<file path="src/rtl/clock_stepper.sv">
// Processor clock source for the lab kit: single-step pulses from a push button,
// or a free-running clock of period 2*HALF_DIV while run_mode is held.
module clock_stepper #(
   parameter int PULSE_LEN = 4,
   parameter int HALF_DIV  = 8
) (
   input  logic       clk_kit,
   input  logic       rst_n,
   input  logic       btn_in,
   input  logic       run_mode,
   output logic       clk_out,
   output logic       busy,
   output logic [7:0] step_count
);

   typedef enum logic [2:0] {
      IDLE,
      PULSE,
      WAIT_REL,
      RUN_HI,
      RUN_LO
   } state_t;

   localparam logic [7:0] PULSE_CYC = 8'(PULSE_LEN);
   localparam logic [7:0] HALF_CYC  = 8'(HALF_DIV);

   state_t     state;
   state_t     state_nxt;
   logic [7:0] phase;
   logic [7:0] phase_nxt;
   logic       clk_nxt;
   logic       count_en;
   logic       btn_prev;
   logic       rise;
   logic       phase_done;

   assign rise       = btn_in & ~btn_prev;
   assign phase_done = (phase <= 8'd1);
   assign busy       = (state != IDLE);

   // phase counts down the cycles left in the current state; clk_nxt is the
   // value clk_out takes after the edge, so the output stays a plain flop
   always_comb begin
      state_nxt = state;
      phase_nxt = phase;
      clk_nxt   = 1'b0;
      count_en  = 1'b0;
      case (state)
         IDLE: begin
            if (run_mode) begin
               state_nxt = RUN_HI;
               phase_nxt = HALF_CYC;
               clk_nxt   = 1'b1;
               count_en  = 1'b1;
            end else if (rise) begin
               state_nxt = PULSE;
               phase_nxt = PULSE_CYC;
               clk_nxt   = 1'b1;
               count_en  = 1'b1;
            end
         end
         PULSE: begin
            if (phase_done) begin
               state_nxt = btn_in ? WAIT_REL : IDLE;
               phase_nxt = 8'd0;
            end else begin
               phase_nxt = phase - 8'd1;
               clk_nxt   = 1'b1;
            end
         end
         WAIT_REL: begin
            if (!btn_in) begin
               state_nxt = IDLE;
            end
         end
         RUN_HI: begin
            if (phase_done) begin
               state_nxt = RUN_LO;
               phase_nxt = HALF_CYC;
            end else begin
               phase_nxt = phase - 8'd1;
               clk_nxt   = 1'b1;
            end
         end
         RUN_LO: begin
            // run_mode is only sampled here, so a period is never cut short
            if (phase_done) begin
               if (run_mode) begin
                  state_nxt = RUN_HI;
                  phase_nxt = HALF_CYC;
                  clk_nxt   = 1'b1;
                  count_en  = 1'b1;
               end else begin
                  state_nxt = IDLE;
                  phase_nxt = 8'd0;
               end
            end else begin
               phase_nxt = phase - 8'd1;
            end
         end
         default: begin
            state_nxt = IDLE;
            phase_nxt = 8'd0;
         end
      endcase
   end

   // btn_prev resets high so a button already held at release cannot step
   always_ff @(posedge clk_kit or negedge rst_n) begin
      if (!rst_n) begin
         state      <= IDLE;
         phase      <= 8'd0;
         clk_out    <= 1'b0;
         step_count <= 8'd0;
         btn_prev   <= 1'b1;
      end else begin
         state    <= state_nxt;
         phase    <= phase_nxt;
         clk_out  <= clk_nxt;
         btn_prev <= btn_in;
         if (count_en) begin
            step_count <= step_count + 8'd1;
         end
      end
   end

endmodule

</file>
<file path="config.mk">
export PLATFORM = sky130hd
export DESIGN_NAME = clock_stepper
export DESIGN_NICKNAME = d
export VERILOG_FILES = /design/src/rtl/clock_stepper.sv
export SDC_FILE = /design/constraint.sdc
export NUM_CORES = 1
export LEC_CHECK = 0
export CORE_MARGIN = 2
export CORE_UTILIZATION = 38
export DETAILED_ROUTE_END_ITERATION = 10
export HOLD_SLACK_MARGIN = 0.02
export SLEW_MARGIN = 20
export SYNTH_ARGS = -nofsm -noshare
export SYNTH_HDL_FRONTEND = slang
export SYNTH_SLANG_ARGS = --single-unit
</file>
<file path="constraint.sdc">
create_clock -name clk_kit -period 4.4 [get_ports clk_kit]
set_clock_uncertainty 0.1 [all_clocks]
set_input_delay 0.44 -clock clk_kit [delete_from_list [all_inputs] [get_ports clk_kit]]
set_output_delay 0.44 -clock clk_kit [all_outputs]
set_load 0.02 [all_outputs]
</file>
==> results.sh <==
export IMPL_status="finished, final reports clean"
export IMPL_final_max_slew_viol_count=0
export IMPL_start_util_pct=40.2
export IMPL_n_antenna_cell=0
export IMPL_synth_area_um2=1240
export IMPL_grt_pass1_wl_mm=4.12
export IMPL_synth_nets=125
export IMPL_rsz0062_at_grt="false"
export IMPL_dieArea_um2=3730
export IMPL_cts_path_max_buffers=2
export IMPL_cp_max_fo=13
export IMPL_rr_worst_depth=6
export IMPL_hold_class="flip-flop to flip-flop"
export IMPL_stdcell_count=176
export IMPL_powerDensity_nw_per_um2=799
export IMPL_rr_startpoint="phase[0]"
export IMPL_antenna_found_initial=0
export IMPL_hold_ws_ns=0.383
export IMPL_regToRegSetupSlack_ns=1.98
export IMPL_cts_tree="done"
export IMPL_crit_path_start="phase[0]"
export IMPL_dieHeight_um=61.1
export IMPL_syn_avg_cell_area_um2=10.5
export IMPL_finalPower_mw=1.14
export IMPL_final_hold_viol_count=0
export IMPL_gp_congestion=0.803
export IMPL_synth_seq_cells=21
export IMPL_postLayoutCoreUtil_pct=46.2
export IMPL_synth_commonest_cells="20 x dfrtp_1, 10 x inv_1, 9 x nand3_1"
export IMPL_post_cts_setup_buffer_count=0
export IMPL_fin_nets=140
export IMPL_cts_hold_buffers=0
export IMPL_worstHoldEndpoint="step_count[7]"
export IMPL_h_tree_depth=1
export IMPL_core_region_area_um2=3080
export IMPL_ir_drop_mv=0.286
export IMPL_max_cap_violations=0
export IMPL_max_freq_mhz=413
export IMPL_io_pins=14
export IMPL_via_per_inst=5.34
export IMPL_wl_mm=2.42
export IMPL_cts_resized=0
export IMPL_synth_distinct_cells=46
export IMPL_dieWidth_um=61.1
export IMPL_cp_arrival_ns=2.53
export IMPL_gr_usage_all_layers_pct=15.1
export IMPL_syn2layout_area_growth_pct=15.0
export IMPL_min_from="step_count[7]"
export IMPL_r2r_end="state[1]"
export IMPL_grt_pass1_vias=882
export IMPL_async_flop_share_pct=100
export IMPL_antenna_left=0
export IMPL_min_period_over_period_pct=55.0
export IMPL_clkLatencyLatePin_ns=0.31
export IMPL_drive_gt1_share_pct=12.1
export IMPL_synth_edff_count=0
export IMPL_synth_area_leaders="dfrtp_1 40%, xor2_1 5.0%, nand3_1 3.6%"
export IMPL_grt_max_degree=22
export IMPL_worstHoldPathCells=1
export IMPL_port_buffers=13
export IMPL_drc=0
export IMPL_ys_seq_area_share_pct=42.6
export IMPL_critPathLaunchType="flip-flop"
export IMPL_cp_required_ns=4.51
export IMPL_vias=939
export IMPL_worst_pin_slew_ns=0.966
export IMPL_cts_root_buf="clkbuf_4"
export IMPL_maxSlewHeadroom_pct=35.4
export IMPL_grt_ovfl_total=0
export IMPL_wl_per_cell_um=13.7
export IMPL_min_period_ns=2.42
export IMPL_finalSetupTns_ns=0
export IMPL_power_leakage_nw=0.581
export IMPL_placed_cells=172
export IMPL_yosysTopAreaCell="dfrtp_1"
export IMPL_finalSetupViolCount=0
export IMPL_drt_iter0_markers=31
export IMPL_dp_hpwl_mm=1.70
export IMPL_clock_sinks=21
export IMPL_netlist_instances=118
export IMPL_synthFlopType="dfrtp_1"
export IMPL_cp_end_kind="flip-flop"
export IMPL_crit_type="flip-flop to flip-flop"
export IMPL_yosys_area_top_type_share_pct=40.4
export IMPL_drtPass1Iterations=4
export IMPL_yosysMostFrequentCell="dfrtp_1"
export IMPL_numCtsBuffers=3
export IMPL_clk_pin_slew_ns=0.13
export IMPL_row_count=20
export IMPL_synth_warnings=0
## layer usage
layer	up-vias	GRT usage, %	part of all wire (%)
li1	461	-	-
met1	454	22.4	53
met2	19	21.7	42
met3	5	2.52	3.5
met4	0	6.52	1.2
met5	-	0	0
## flip-flops by register name, summed over array words and instances, names as in the netlist
signal and cells:
clk_out 1, step_count 8, phase 8, btn_prev 1, state 3
## report_power, final
group / internal, mW / switching (mW)
sequential: 0.284 / 0.108
combinational: 0.294 / 0.351
clock: 0.0354 / 0.0647
## layout by cell type (no fill, tap or decap), drive strengths merged, types with 3 or more instances in the layout
master	Yosys	layout
clkdlybuf4s50	0	13
a22o	3	3
dfrtp	20	20
a31oi	3	3
nand3	9	9
nor2	6	6
a21oi	4	4
inv	10	10
ha	3	3
xor2	7	7
nand2	6	6
clkbuf	1	4
o21ai	4	4
## cells by family after synthesis
kind of cell	share of synthesized area (%)
and+or+nand+nor	22.2
AOI/OAI and AO/OA	19.5
DFF	42.6
buffers and inverters	5.16
xor gates and xnor gates	4.95
muxes	2.53
adders and majority gates	3.03
## area by class of cell
class	instances	area [µm²]
fill	289	1660
multi-input combinational	84	647
sequential	21	527
timing repair buffer	13	130
tap	44	55.1
inverter	10	37.5
clock buffer	4	26.3
## worst max-delay path: stages (launching register included)
cell and delay [ns]:
dfrtp_1 0.45, inv_1 0.06, ha_1 0.26, or2_0 0.34
a32oi_2 0.60, o21ai_0 0.19, a221o_1 0.32
## stage by stage
stage          worst slack [ns]  cell area, µm²
2_1_floorplan              2.42            1240
3_3_place_gp               2.09            1400
3_5_place_dp               2.00            1400
4_1_cts                    1.97            1420
5_1_grt                    1.79            1420
6_report                   1.98            1420
## how the worst max path moves through the flow
stage               slack, ns       endpoint  cells after the start
global placement         2.09  step_count[1]                      5
CTS                      1.97       state[1]                      6
detailed placement       2.00       state[1]                      6
floorplan                2.42       state[1]                      8
finish                   1.98       state[1]                      6
global route             1.79       state[1]                      6
(Power assumes the default switching activity.)
